File: config.mk
export PLATFORM = sky130hd
export DESIGN_NAME = evacuacao_estacionamento_flat
export DESIGN_NICKNAME = d
export VERILOG_FILES = /design/src/rtl/evacuacao_estacionamento_if.sv /design/src/rtl/evacuacao_estacionamento.sv /design/src/flat_wrapper.sv
export SDC_FILE = /design/constraint.sdc
export NUM_CORES = 1
export LEC_CHECK = 0
export BUFFER_PORTS_ARGS = -buffer_cell sky130_fd_sc_hd__buf_2
export CAP_MARGIN = 20
export CORE_AREA = 2 2 75 77
export DETAILED_ROUTE_END_ITERATION = 6
export DIE_AREA = 0 0 77 79
export PLACE_DENSITY = 0.68
export SYNTH_ARGS = -nofsm -noshare
export SYNTH_HDL_FRONTEND = slang
export SYNTH_SLANG_ARGS = --single-unit
File: constraint.sdc
create_clock -name clk -period 2.8 [get_ports clk]
set_clock_uncertainty 0.2 [all_clocks]
set_input_delay 0.14 -clock clk [delete_from_list [all_inputs] [get_ports clk]]
set_output_delay 0.14 -clock clk [all_outputs]
set_load 0.005 [all_outputs]
File: src/rtl/evacuacao_estacionamento_if.sv
// evacuacao_estacionamento_if: water-level flags, car count and ack in; gate, siren, pump and countdown out
interface evacuacao_estacionamento_if;
  logic        alerta;
  logic        emergencia;
  logic [7:0]  carros;
  logic        ack;
  logic        cancela_bloq;
  logic        sirene;
  logic        bomba;
  logic        fechado;
  logic        forcado;
  logic [15:0] tempo_restante;
  modport master (
    output alerta, emergencia, carros, ack,
    input  cancela_bloq, sirene, bomba, fechado, forcado, tempo_restante
  );
  modport slave (
    input  alerta, emergencia, carros, ack,
    output cancela_bloq, sirene, bomba, fechado, forcado, tempo_restante
  );
endinterface

File: src/rtl/evacuacao_estacionamento.sv
// evacuacao_estacionamento: parking-lot evacuation countdown, siren, closing and drainage pump controller
module evacuacao_estacionamento #(
  parameter int EVAC_CYCLES  = 1000,
  parameter int BLINK_DIV    = 50,
  parameter int CLEAR_CYCLES = 200
) (
  input logic clk,
  input logic reset,
  evacuacao_estacionamento_if.slave bus
);
  localparam int BW = (BLINK_DIV > 1) ? $clog2(BLINK_DIV) : 1;
  typedef enum logic [1:0] {NORMAL, ALERT, PUMP, RECOVER} state_t;
  state_t r_state, w_state;
  logic [15:0] r_timer, r_dry, w_dry;
  logic [BW-1:0] r_blink;
  logic r_sir, r_forc, w_forc, r_cancela, r_bomba, r_fechado;
  logic w_flag, w_enter, w_tog, w_pump_stay;
  assign w_flag      = bus.alerta || bus.emergencia;
  assign w_enter     = (w_state == ALERT) && (r_state != ALERT);
  assign w_tog       = r_blink == BW'(BLINK_DIV - 1);
  assign w_pump_stay = (w_state == PUMP) && (r_state == PUMP);
  always_comb begin
    w_state = r_state;
    w_forc  = r_forc;
    w_dry   = w_flag ? 16'd0 : (&r_dry ? r_dry : r_dry + 16'd1);
    case (r_state)
      NORMAL: w_state = w_flag ? ALERT : NORMAL;
      ALERT: begin
        if (bus.carros == 8'd0) begin
          w_state = PUMP;
          w_forc  = 1'b0;
        end else if (r_timer == 16'd0) begin
          w_state = bus.emergencia ? PUMP : RECOVER;
          w_forc  = bus.emergencia ? 1'b1 : r_forc;
        end
      end
      PUMP: w_state = (w_dry == 16'(CLEAR_CYCLES)) ? RECOVER : PUMP;
      RECOVER: begin
        if (w_flag) w_state = ALERT;
        else if (bus.ack) begin
          w_state = NORMAL;
          w_forc  = 1'b0;
        end
      end
      default: w_state = NORMAL;
    endcase
  end
  // every output is registered from the next state so it tracks the edge that decided it
  always_ff @(posedge clk or posedge reset) begin
    if (reset) begin
      r_state   <= NORMAL;
      r_timer   <= '0;
      r_blink   <= '0;
      r_dry     <= '0;
      r_sir     <= 1'b0;
      r_forc    <= 1'b0;
      r_cancela <= 1'b0;
      r_bomba   <= 1'b0;
      r_fechado <= 1'b0;
    end else begin
      r_state   <= w_state;
      r_timer   <= w_enter ? 16'(EVAC_CYCLES - 1) :
                   ((w_state == ALERT) && (r_timer != 16'd0)) ? r_timer - 16'd1 : 16'd0;
      r_blink   <= (w_enter || (w_state != ALERT) || w_tog) ? '0 : r_blink + BW'(1);
      r_sir     <= w_enter ? 1'b1 : (w_state == ALERT) ? (r_sir ^ w_tog) : (w_state == PUMP);
      r_dry     <= w_pump_stay ? w_dry : 16'd0;
      r_forc    <= w_forc;
      r_cancela <= w_state != NORMAL;
      r_bomba   <= w_state == PUMP;
      r_fechado <= (w_state == PUMP) || (w_state == RECOVER);
    end
  end
  assign bus.cancela_bloq   = r_cancela;
  assign bus.sirene         = r_sir;
  assign bus.bomba          = r_bomba;
  assign bus.fechado        = r_fechado;
  assign bus.forcado        = r_forc;
  assign bus.tempo_restante = r_timer;
endmodule

File: src/flat_wrapper.sv
// flat-port wrapper written by rule: the top's interface ports become plain ports
module evacuacao_estacionamento_flat 
#(
  parameter int EVAC_CYCLES  = 1000,
  parameter int BLINK_DIV    = 50,
  parameter int CLEAR_CYCLES = 200
)
  (clk, reset, bus_alerta, bus_emergencia, bus_carros, bus_ack, bus_cancela_bloq, bus_sirene, bus_bomba, bus_fechado, bus_forcado, bus_tempo_restante);
  evacuacao_estacionamento_if bus_i ();
  input logic clk;
  input logic reset;
  input wire logic [$bits(bus_i.alerta)-1:0] bus_alerta;
  input wire logic [$bits(bus_i.emergencia)-1:0] bus_emergencia;
  input wire logic [$bits(bus_i.carros)-1:0] bus_carros;
  input wire logic [$bits(bus_i.ack)-1:0] bus_ack;
  output wire logic [$bits(bus_i.cancela_bloq)-1:0] bus_cancela_bloq;
  output wire logic [$bits(bus_i.sirene)-1:0] bus_sirene;
  output wire logic [$bits(bus_i.bomba)-1:0] bus_bomba;
  output wire logic [$bits(bus_i.fechado)-1:0] bus_fechado;
  output wire logic [$bits(bus_i.forcado)-1:0] bus_forcado;
  output wire logic [$bits(bus_i.tempo_restante)-1:0] bus_tempo_restante;
  assign bus_i.alerta = bus_alerta;
  assign bus_i.emergencia = bus_emergencia;
  assign bus_i.carros = bus_carros;
  assign bus_i.ack = bus_ack;
  assign bus_cancela_bloq = bus_i.cancela_bloq;
  assign bus_sirene = bus_i.sirene;
  assign bus_bomba = bus_i.bomba;
  assign bus_fechado = bus_i.fechado;
  assign bus_forcado = bus_i.forcado;
  assign bus_tempo_restante = bus_i.tempo_restante;
  evacuacao_estacionamento #(.EVAC_CYCLES(EVAC_CYCLES), .BLINK_DIV(BLINK_DIV), .CLEAR_CYCLES(CLEAR_CYCLES)) u_core (.clk(clk), .reset(reset), .bus(bus_i));
endmodule
# After elaboration in Yosys (flattened, before gate mapping)

Cells that the tools add are included.

Bits in registers: 45
Bits in latches: 0
Bits in writable memories: 0
Bits in read-only memories: 0
Bits of input ports: 13
Output and inout bits: 21
Word-level logic and storage cells: 64
Memories: 0

Add/sub/neg operators: 3
Multipliers: 0
Div/mod/pow operators: 0
$lt $le $gt $ge: 0
Equality and inequality tests: 14
Shift-type cells: 0
Muxes and demuxes: 22
Bitwise operators: 1
Reductions and logical operators: 15

Operators with widths:

| kind                                               | count |
|---|---|
| two-way mux 16 bit                                 | 5 |
| adder 16 x 1 -> 16 bit, second input constant      | 1 |
| == test 16 x 8 -> 1 bit, second input constant     | 1 |
| logical NOT 16 bit                                 | 1 |
| AND reduction 16 bit                               | 1 |
| nonzero test 16 bit                                | 1 |
| subtractor 16 x 1 -> 16 bit, second input constant | 1 |
| two-way mux 1 bit                                  | 10 |
| == test 2 bit, second input constant               | 4 |
| logical NOT 8 bit                                  | 1 |
| two-way mux 2 bit                                  | 4 |
| one-hot mux 2 bit (4 select lines)                 | 1 |
| adder 6 x 1 -> 6 bit, second input constant        | 1 |
| == test 6 bit, second input constant               | 1 |
| two-way mux 6 bit                                  | 1 |
| AND reduction 5 bit                                | 1 |
| == test 2 x 1 -> 1 bit, second input constant      | 2 |
| logical OR 1 bit                                   | 4 |
| != test 2 x 1 -> 1 bit, second input constant      | 2 |
| != test 2 bit, second input constant               | 2 |
| nonzero test 2 bit                                 | 2 |
| logical AND 1 bit                                  | 3 |
| != test 3 x 1 -> 1 bit, second input constant      | 1 |
| != test 3 x 2 -> 1 bit, second input constant      | 1 |
| other kinds (3)                                    | 3 |

# Longest topological paths before layout

Gate-level depths: netlist of run 1.

Depth in word-level cells: 11
Gate-level depth with buffers: 10
Gate-level depth less buffers: 9

# Least setup slack after synthesis of run 1

OpenSTA, ideal clock, no wires.

Kind: register to register
Start: register u_core.r_dry[0]
End: register u_core.r_bomba (netlist: u_core.bus.bomba)
Library setup time: 0.119 ns
Data arrival time: 2.279 ns
Setup slack: 0.202 ns
Cell stages (with the launch flop): 10
Period minus slack after synthesis: 2.598 ns
Path through: dfrtp_1 ha_1 nand3_1 or4_1 o211ai_1 nand4_1 and4b_1 a21boi_2 buf_6 and2_1

Cells in the longest elaborated chain, start to end: 7

Ends and longest elaborated chain:

| element                                                               | RTL line                       | text |
|---|---|---|
| start: declaration                                                    | evacuacao_estacionamento.sv:14 | `logic [15:0] r_timer, r_dry, w_dry;` |
| start signal: assignment                                              | evacuacao_estacionamento.sv:66 | `r_dry <= w_pump_stay ? w_dry : 16'd0;` |
| adder 16 x 1 -> 16 bit / AND reduction 16 bit (equally long branches) | evacuacao_estacionamento.sv:25 | `w_dry = w_flag ? 16'd0 : (&r_dry ? r_dry : r_dry + 16'd1);` |
| two-way mux 16 bit * (2 in a row)                                     | evacuacao_estacionamento.sv:25 |  |
| == test 16 x 8 -> 1 bit *                                             | evacuacao_estacionamento.sv:37 | `PUMP: w_state = (w_dry == 16'(CLEAR_CYCLES)) ? RECOVER : PUMP;` |
| two-way mux 1 bit *                                                   | evacuacao_estacionamento.sv:37 |  |
| one-hot mux 2 bit (4 select lines) *                                  | evacuacao_estacionamento.sv:26 | `case (r_state)` |
| == test 2 bit *                                                       | evacuacao_estacionamento.sv:69 | `r_bomba <= w_state == PUMP;` |
| end signal: assignment                                                | evacuacao_estacionamento.sv:58 | `r_bomba <= 1'b0;` |
| end signal: assignment                                                | evacuacao_estacionamento.sv:69 |  |
| end: declaration                                                      | evacuacao_estacionamento.sv:16 | `logic r_sir, r_forc, w_forc, r_cancela, r_bomba, r_fechado;` |

Mark *: on every way between the ends. The rest lies on a longest branch, timed or not.
A chain may end at the register's enable or synchronous reset.

# Final worst setup path of run 1

Start: register u_core.r_dry[6]
End: register u_core.r_bomba (netlist: u_core.bus.bomba)

The elaborated chain is that of the path after synthesis.

==> results.toml, run 1 <==
[run_status]
outcome = "complete, no violations"

[worst_setup_path]
timing.critical_path.buf_inv = 1
worstSetupPathType = "reg2reg"
path_delay_family = "simple AND/OR/NAND/NOR gates"
cp_max_fo = 11
critPathArrivalTime_ps = 2720
crit_chain = "nand4_4 > or4_1 > o22a_1 > a21boi_0 > and4b_2 > a21boi_4 > buf_12 > and2_1"
cpPeakStageDelay_ps = 560
r2r_end = "u_core.bus.bomba"
endpoint_kind = "flip-flop"
cp_slowest_cell = "or4_1"
ff2ff_setup_slack_ps = 70
start_kind = "flip-flop"
cp.required_ps = 2790
worstReg2RegStart = "u_core.r_dry[6]"
r2r_cells = 8

[logic_synthesis]
yosysTopAreaCellShare_pct = 43.84
synthSimpleGateAreaFrac_pct = 28.45
synth_seq_cells = 45
netlist_area_um2 = 2569
async_flop_share_pct = 100.0
postSynthCellCount = 284
ys_types = 53
synth_compound_area_share_pct = 11.84
synthMuxAreaShare_pct = 0.7793
synth_nets = 301
synthFlopType = "dfrtp_1"
synth_edf_count = 0
ys_warn_count = 0
synth_top_family_by_area = "simple AND/OR/NAND/NOR gates"
synth.area.top_cells = "dfrtp_1, nor2_1, xnor2_1, nand3_1, nor3_1"
yosysTopAreaCell = "dfrtp_1"
synthXorXnorAreaFrac_pct = 8.524
ys_seq_area_share_pct = 43.84
synth-adder-area-share_pct = 2.338
syn_area_per_cell_um2 = 9.045

[power]
netSwitchingFraction_pct = 38.33
clockPowerShare_pct = 20.0
switching_power_w = 0.0009905
powerDensity_nw_per_um2 = 818.7
p_comb_share_pct = 41.7
p_leak_nw = 1.430
p_int_w = 0.001594
peakVddDrop_uv = 542.3
pwr-share-seq_pct = 38.3

[global_route]
grt_pass1_wl_mm = 10.57
grtUsageTotal_pct = 21.79
grtUsageMet2_pct = 38.68
use_met1_pct = 27.04
grt_start_max_net_pins = 46
grt_overflow = 0
antenna_found_initial = 0
met3_usage_pct = 3.295
grt_pass1_vias = 2276
busiest_layer = "met2"

[detailed_routing]
route.detailed.drc = 0
routed_wl_mm = 6.258
postRouteAntennaNets = 0
vias = 2337
dr.first_iter.drc_count = 139
wire_per_inst_um = 15.04
via_per_inst = 5.618
drtPass1Iterations = 4

[cts]
htreeDepth = 2
insertion_delay_ps = 300
cts_buffers = 5
clock_path_buffers = 2
clk_pin_slew_ps = 90
root_buffer = "clkbuf_8"
cts.sinks = 45
cts_tree = "yes"

[die]
start_util_pct = 48.12
dieArea_um2 = 6083
placement_rows = 27
die_w_um = 77
die_height_um = 79
fp.coreArea_um2 = 5338
pin_count = 34

[timing]
timing.hold.ws_ps = 16.96
setup_ws_ps = 74.63
setup_viol = 0
slew_headroom_pct = 54.22
fin_crit_sh_pct = 97.33
period_minus_slack_ps = 2725
worst_slew_pin_slew_ps = 685.2
slew_viol_final = 0
hold_viol = 0
fmax_ghz = 0.3669

[final_layout]
mostFrequentLayoutCell = "dfrtp_1"
final_cell_mix = "dfrtp_1, nor2_1, buf_2"
antenna_cells = 0
synthToLayoutAreaGrowth_pct = 22.89
finalNetCount = 360
drive_above_1_share_pct = 23.84
fillerInstances = 495

[place]
port-buffer-count = 33
gp_congestion = 0.8618
hpwl_mm = 4.691
pre_cts_slack_ps = 64.16

[min_path]
hold_start = "bus_emergencia"
hold_depth = 3
hold_path.class = "in2reg"
holdPathEnd = "u_core.bus.forcado"

[run]
max_cap_violations = 0
## sequential cells by signal (all words and copies together) (netlist names)
signal	cells
u_core.bus.sirene	1
u_core.bus.fechado	1
u_core.bus.tempo_restante	16
u_core.r_blink	6
u_core.bus.forcado	1
u_core.bus.bomba	1
u_core.r_dry	16
u_core.bus.cancela_bloq	1
u_core.r_state	2
## cell type report
cell class | count | area [um2] | area share [%]
Clock buffer | 6 | 82.58 | 2.616
Clock inverter | 2 | 37.54 | 1.189
Inverter | 13 | 48.80 | 1.546
Multi-Input combinational cell | 215 | 1351 | 42.81
Sequential cell | 45 | 1126 | 35.67
Tap cell | 72 | 90.09 | 2.854
Timing Repair Buffer | 63 | 420.4 | 13.32
## layer usage
| layer | vias up | part of all wire [%] | routed length [um] |
|---|---|---|---|
| met1 | 1138 | 45 | 2797 |
| met3 | 8 | 3.4 | 214 |
| met2 | 58 | 50 | 3144 |
| li1 | 1133 | - | - |
| met5 | - | 0 | 0 |
| met4 | 0 | 1.6 | 101 |
## worst reg2reg max path, delay by kind of cell (launching register included)
family          cells  cell delay, ps
buf+inv             1             160
simple gates        4            1230
compound gates      3             590
flops               1             450
## power groups by stage
stage          Clock (W)  Sequential, W  Combinational (W)
4_1_cts         0.000528       0.000987            0.00104
3_3_place_gp           0       0.000992            0.00101
6_report        0.000518       0.000990            0.00108
5_1_grt         0.000555        0.00101            0.00122
3_5_place_dp           0       0.000997            0.00103
2_1_floorplan          0       0.000979           0.000690
## stage by stage
stage	cell area [um2]	utilization, %	cells	TNS (ps)	total power [W]
6_report	3157	59.14	416	0	0.002584
5_1_grt	3157	59.14	416	-4.887	0.002792
4_1_cts	3099	58.06	414	0	0.002550
3_5_place_dp	2959	55.44	404	0	0.002025
3_3_place_gp	2959	55.44	404	0	0.001998
2_1_floorplan	2569	-	284	0	0.001668
## synth_stat cells (all sizes together), types with 6 or more instances
| cell | instances |
|---|---|
| a21oi | 10 |
| buf | 6 |
| dfrtp | 45 |
| inv | 13 |
| nand2 | 17 |
| nand3 | 22 |
| nand4 | 8 |
| nor2 | 44 |
| nor3 | 17 |
| nor4 | 8 |
| o21ai | 13 |
| xnor2 | 16 |
| xor2 | 9 |
## what timing repair did
| action | in CTS | in global routing |
|---|---|---|
| hold buffers | 2 | 0 |
| resized for setup | 0 | 5 |
| endpoints found under the setup margin | 0 | 26 |
| hold endpoints to repair | 46 | 0 |
| setup buffers | 0 | 1 |
## kinds of logic (layout without fill, tap and decap cells)
| group | after synthesis | count (layout) |
|---|---|---|
| flops | 45 | 45 |
| buf+inv | 24 | 84 |
| fa+ha+maj | 5 | 5 |
| compound gates | 46 | 46 |
| simple gates | 137 | 137 |
| mux | 2 | 2 |
| xor+xnor | 25 | 25 |
## worst max path at each step
stage / startpoint / to / depth (start not counted)
after floorplan: u_core.r_dry[0] / u_core.bus.bomba / 9
after global routing: bus_alerta / u_core.bus.bomba / 10
final: u_core.r_dry[6] / u_core.bus.bomba / 8
after CTS: u_core.bus.tempo_restante[0] / u_core.bus.sirene / 9
after global placement: u_core.r_dry[0] / u_core.bus.sirene / 9
after detailed placement: u_core.bus.tempo_restante[0] / u_core.bus.sirene / 9
(Power assumes the default switching activity.)
==> run 2: changes to the inputs <==
--- a/config.mk
+++ b/config.mk
@@ -5,12 +5,13 @@
 export SDC_FILE = /design/constraint.sdc
 export NUM_CORES = 1
 export LEC_CHECK = 0
+export ABC_AREA = 1
 export BUFFER_PORTS_ARGS = -buffer_cell sky130_fd_sc_hd__buf_2
 export CAP_MARGIN = 20
-export CORE_AREA = 2 2 75 77
+export CORE_AREA = 2 2 104 106
 export DETAILED_ROUTE_END_ITERATION = 6
-export DIE_AREA = 0 0 77 79
-export PLACE_DENSITY = 0.68
+export DIE_AREA = 0 0 106 108
+export PLACE_DENSITY = 0.37
 export SYNTH_ARGS = -nofsm -noshare
 export SYNTH_HDL_FRONTEND = slang
 export SYNTH_SLANG_ARGS = --single-unit
==> constraint.sdc (replaced) <==
create_clock -name clk -period 2.56 [get_ports clk]
set_clock_uncertainty 0.2 [all_clocks]
set_input_delay 0.128 -clock clk [delete_from_list [all_inputs] [get_ports clk]]
set_output_delay 0.128 -clock clk [all_outputs]
set_load 0.005 [all_outputs]
==> results.toml, run 2 <==
[run_status]
outcome = "complete, no violations"

[detailed_routing]
dr.first_iter.drc_count = 93
route.detailed.drc = 0
wire_per_inst_um = 12.32
vias = 2212
via_per_inst = 4.304
drtPass1Iterations = 4
routed_wl_mm = 6.330
postRouteAntennaNets = 0

[cts]
cts_buffers = 5
clk_pin_slew_ps = 90
clock_path_buffers = 2
htreeDepth = 2
cts_tree = "yes"
cts.sinks = 45
root_buffer = "clkbuf_8"
insertion_delay_ps = 290

[global_route]
grt_start_max_net_pins = 46
grtUsageTotal_pct = 11.64
grt_pass1_wl_mm = 10.61
grt_pass1_vias = 2158
grt_overflow = 0
antenna_found_initial = 0

[worst_setup_path]
start_kind = "flip-flop"
cp_max_fo = 7
endpoint_kind = "flip-flop"
critPathArrivalTime_ps = 2410
cp.required_ps = 2560
worstSetupPathType = "reg2reg"

[logic_synthesis]
ys_seq_area_share_pct = 44.20
netlist_area_um2 = 2547
synthFlopType = "dfrtp_1"
ys_top_cells_by_count = "nor2_1, nand2_1, dfrtp_1"
postSynthCellCount = 323
synth_nets = 340
yosysMostFrequentCell = "nor2_1"
synth_seq_cells = 45
async_flop_share_pct = 100.0
syn_area_per_cell_um2 = 7.887
ys_types = 29
ys_warn_count = 0
yosysTopAreaCellShare_pct = 44.20
synth.area.top_cells = "dfrtp_1, nor2_1, nand2_1, inv_1, nand3_1"
synth_edf_count = 0
yosysTopAreaCell = "dfrtp_1"

[timing]
tns_ps = 0
hold_viol = 0
timing.hold.ws_ps = 86.52
worst_slew_pin_slew_ps = 500.3
fin_crit_sh_pct = 94.38
slew_headroom_pct = 66.34
setup_viol = 0
fmax_ghz = 0.4139
slew_viol_final = 0
period_minus_slack_ps = 2416
rsz0062_at_grt = "true"

[min_path]
hold_path.class = "in2reg"

[power]
p_leak_nw = 1.530
peakVddDrop_uv = 422.6
powerDensity_nw_per_um2 = 765.8

[final_layout]
fin_util_pct = 30.70
fin_area_um2 = 3141
synthToLayoutAreaGrowth_pct = 23.28
fin_cells = 514
multiInputGateArea_um2 = 1296
finalNetCount = 394
mostFrequentLayoutCell = "nor2_1"
fillerInstances = 1117
seqCellArea_um2 = 1126
antenna_cells = 0
drive_above_1_share_pct = 22.22
final_cell_mix = "nor2_1, nand2_1, dfrtp_1"

[place]
hpwl_mm = 4.878
gp_congestion = 0.8200
place_inst = 502
port-buffer-count = 33
placed_cell_area_um2 = 2970

[die]
dieArea_um2 = 11450
die_w_um = 106
placement_rows = 37
fp.coreArea_um2 = 10230
die_height_um = 108
pin_count = 34
start_util_pct = 24.90

[run]
max_cap_violations = 0
run 2: cell families after synthesis:
group | count (synthesis) | synth area share, %
compound gates | 22 | 4.518
buf+inv | 41 | 6.336
flops | 45 | 44.20
fa+ha+maj | 4 | 1.965
xor+xnor | 20 | 6.876
simple gates | 191 | 36.10
run 2: where the power goes:
part	total [W]	leakage [nW]	internal, W	switching, W
clock network	0.000482	0.0542	0.000244	0.000238
logic	0.000920	0.881	0.000366	0.000554
registers	0.00100	0.595	0.000871	0.000131
total	0.00240	1.53	0.00148	0.000923
run 2: worst max-delay path, cell delays in order, from the launching register on:
cell	delay [ps]
dfrtp_1	400
inv_1	90
ha_1	190
nand2_1	120
nor3_2	200
and3_4	210
nand4_1	90
nand2_1	90
nand2_1	100
nor2_4	140
nand3_4	130
buf_4	190
nor3_1	170
run 2: what timing repair did:
action / CTS / global route
resized for setup: 0 / 7
endpoints found under the setup margin: 0 / 22
hold buffers: 1 / 0
buffers inserted: 0 / 3
endpoints found under the hold margin: 45 / 0
run 2: through the flow:
stage | setup WS (ps) | total power, W
floorplan | 411.4 | 0.001592
global placement | -64.53 | 0.001919
detailed placement | 35.06 | 0.001916
CTS | 6.715 | 0.002410
global route | -10.24 | 0.002619
finish | 143.9 | 0.002405
run 2: area by class of cell:
| cell class | instances | share of cell area [%] |
|---|---|---|
| multi-input cells | 237 | 41.27 |
| repair buffers | 49 | 9.562 |
| clock buffers | 7 | 3.068 |
| well taps | 136 | 5.418 |
| clock inverters | 1 | 0.1594 |
| flip-flops and latches | 45 | 35.86 |
| inverters | 39 | 4.661 |
run 2: final timing paths:
path | slack (ps) | end | from | cells after the start
max in group asynchronous | 1740 | u_core.bus.tempo_restante[7] | reset | 4
worst min-delay path | 90 | u_core.r_dry[2] | bus_alerta | 4
worst min register to register | 280 | u_core.bus.tempo_restante[0] | u_core.bus.tempo_restante[0] | 1
worst max register to register | 140 | u_core.r_dry[7] | u_core.bus.tempo_restante[0] | 12
worst max-delay path | 140 | u_core.r_dry[7] | u_core.bus.tempo_restante[0] | 12
min in group asynchronous | 210 | u_core.bus.cancela_bloq | reset | 4
run 2: metal layers:
metal  global-route usage (%)  share of wire (%)
met5                        0                  0
met4                    3.102               0.92
met2                    18.53                 45
met1                    16.44                 51
met3                    1.929                2.3
==> run 3: changes to the inputs <==
--- a/config.mk
+++ b/config.mk
@@ -11,6 +11,7 @@
 export CORE_AREA = 2 2 104 106
 export DETAILED_ROUTE_END_ITERATION = 6
 export DIE_AREA = 0 0 106 108
+export MAX_ROUTING_LAYER = met4
 export PLACE_DENSITY = 0.37
 export SYNTH_ARGS = -nofsm -noshare
 export SYNTH_HDL_FRONTEND = slang
==> results.toml, run 3 (same netlist as run 2, synthesis figures left out) <==
[run_status]
outcome = "complete, no violations"

[detailed_routing]
postRouteAntennaNets = 0
route.detailed.drc = 0
via_per_inst = 4.288
vias = 2204
drtPass1Iterations = 4
dr.first_iter.drc_count = 91
wire_per_inst_um = 12.28
routed_wl_mm = 6.310

[power]
power_w = 0.002404
peakVddDrop_uv = 425.7
p_int_w = 0.001482
netSwitchingFraction_pct = 38.36
switching_power_w = 0.0009221
p_leak_nw = 1.530
p_comb_share_pct = 38.3
pwr-share-seq_pct = 41.7
powerDensity_nw_per_um2 = 765.5
clockPowerShare_pct = 20.0

[place]
pre_cts_slack_ps = 35.06
gp_congestion = 0.8323
port-buffer-count = 33
placed_cell_area_um2 = 2970
hpwl_mm = 4.878

[worst_setup_path]
cp.required_ps = 2560
worstSetupPathType = "reg2reg"
cp_max_fo = 7
cp_slowest_cell = "dfrtp_1"
endpoint_kind = "flip-flop"
path_delay_family = "simple AND/OR/NAND/NOR gates"
start_kind = "flip-flop"
critPathArrivalTime_ps = 2420
timing.critical_path.buf_inv = 2
cpPeakStageDelay_ps = 410
crit_chain = "inv_1 > ha_1 > nand2_1 > nor3_2 > and3_4 > nand4_1 > nand2_1 > nand2_1 > nor2_4 > nand3_4 > buf_4 > nor3_1"
critPathMostFrequentCell = "nand2_1"

[die]
die_height_um = 108
dieArea_um2 = 11450
fp.coreArea_um2 = 10230
pin_count = 34
placement_rows = 37
die_w_um = 106
start_util_pct = 24.90

[timing]
slew_headroom_pct = 68.20
slew_viol_final = 0
hold_viol = 0
fmax_ghz = 0.4129
period_minus_slack_ps = 2422
setup_viol = 0
worst_slew_pin_slew_ps = 472.6
fin_crit_sh_pct = 94.62
setup_ws_ps = 137.8

[cts]
clk_pin_slew_ps = 90
htreeDepth = 2
root_buffer = "clkbuf_8"
cts_tree = "yes"
cts.sinks = 45
cts_buffers = 5
clock_path_buffers = 2
insertion_delay_ps = 290

[run]
max_cap_violations = 0

[global_route]
grt_pass1_wl_mm = 10.61
grt_overflow = 0
grt_pass1_vias = 2159
antenna_found_initial = 0
grt_start_max_net_pins = 46
grtUsageTotal_pct = 12.00

[final_layout]
antenna_cells = 0
finalNetCount = 394
final_cell_mix = "nor2_1, nand2_1, dfrtp_1"
fillerInstances = 1117
fin_area_um2 = 3141
drive_above_1_share_pct = 22.22
synthToLayoutAreaGrowth_pct = 23.28
seqCellArea_um2 = 1126
mostFrequentLayoutCell = "nor2_1"
multiInputGateArea_um2 = 1296

[min_path]
hold_path.class = "in2reg"
[run 3: cell counts in the layout (fill, tap and decap cells not counted)]
Identical to the previous run, type by type.
[run 3: path summary, 6_finish.rpt]
path	endpoint	from	depth (start not counted)	slack [ps]
max	u_core.r_dry[7]	u_core.bus.tempo_restante[0]	12	140
min	u_core.r_dry[2]	bus_alerta	4	90
max reg2reg	u_core.r_dry[7]	u_core.bus.tempo_restante[0]	12	140
min reg2reg	u_core.bus.tempo_restante[0]	u_core.bus.tempo_restante[0]	1	290
max in group asynchronous	u_core.bus.forcado	reset	4	1750
min in group asynchronous	u_core.bus.tempo_restante[15]	reset	4	210
[run 3: power by group through the flow]
stage | combinational (W) | sequential [W] | clock (W)
after floorplan | 0.000586 | 0.00101 | 0
after global placement | 0.000900 | 0.00102 | 0
after detailed placement | 0.000895 | 0.00102 | 0
after CTS | 0.000899 | 0.00101 | 0.000504
after global routing | 0.00106 | 0.00103 | 0.000532
final | 0.000920 | 0.00100 | 0.000481
[run 3: what timing repair did]
item | 4_1_cts | 5_1_grt
setup buffers | 0 | 3
gates resized for setup | 0 | 7
hold buffers | 1 | 0
setup endpoints to repair | 0 | 22
hold endpoints to repair | 45 | 0
[run 3: worst min-delay path, stage by stage]
cell and delay (ps):
buf_2 80, nor2_1 90, inv_1 180, a211oi_1 80
[run 3: metal layers]
metal | global-route usage [%] | up-vias | part of all wire [%]
met4 | 3.102 | 0 | 0.90
li1 | - | 1143 | -
met3 | 1.808 | 6 | 1.9
met1 | 16.67 | 1027 | 52
met2 | 18.39 | 28 | 45
met5 | - | - | 0
[run 3: layout make-up]
type / count / area share [%]
Clock buffer: 7 / 3.068
Inverter: 39 / 4.661
Sequential cell: 45 / 35.86
Timing Repair Buffer: 49 / 9.562
Clock inverter: 1 / 0.1594
Multi-Input combinational cell: 237 / 41.27
Tap cell: 136 / 5.418
[run 3: per-stage QoR]
stage	hold slack, ps	std cells	utilization, %	TNS, ps
after CTS	81.96	511	30.12	0
after detailed placement	-13.66	502	29.03	0
after global routing	131.2	514	30.70	-22.06
after global placement	-14.34	502	29.03	-80.81
after floorplan	179.3	323	-	0
final	87.02	514	30.70	0
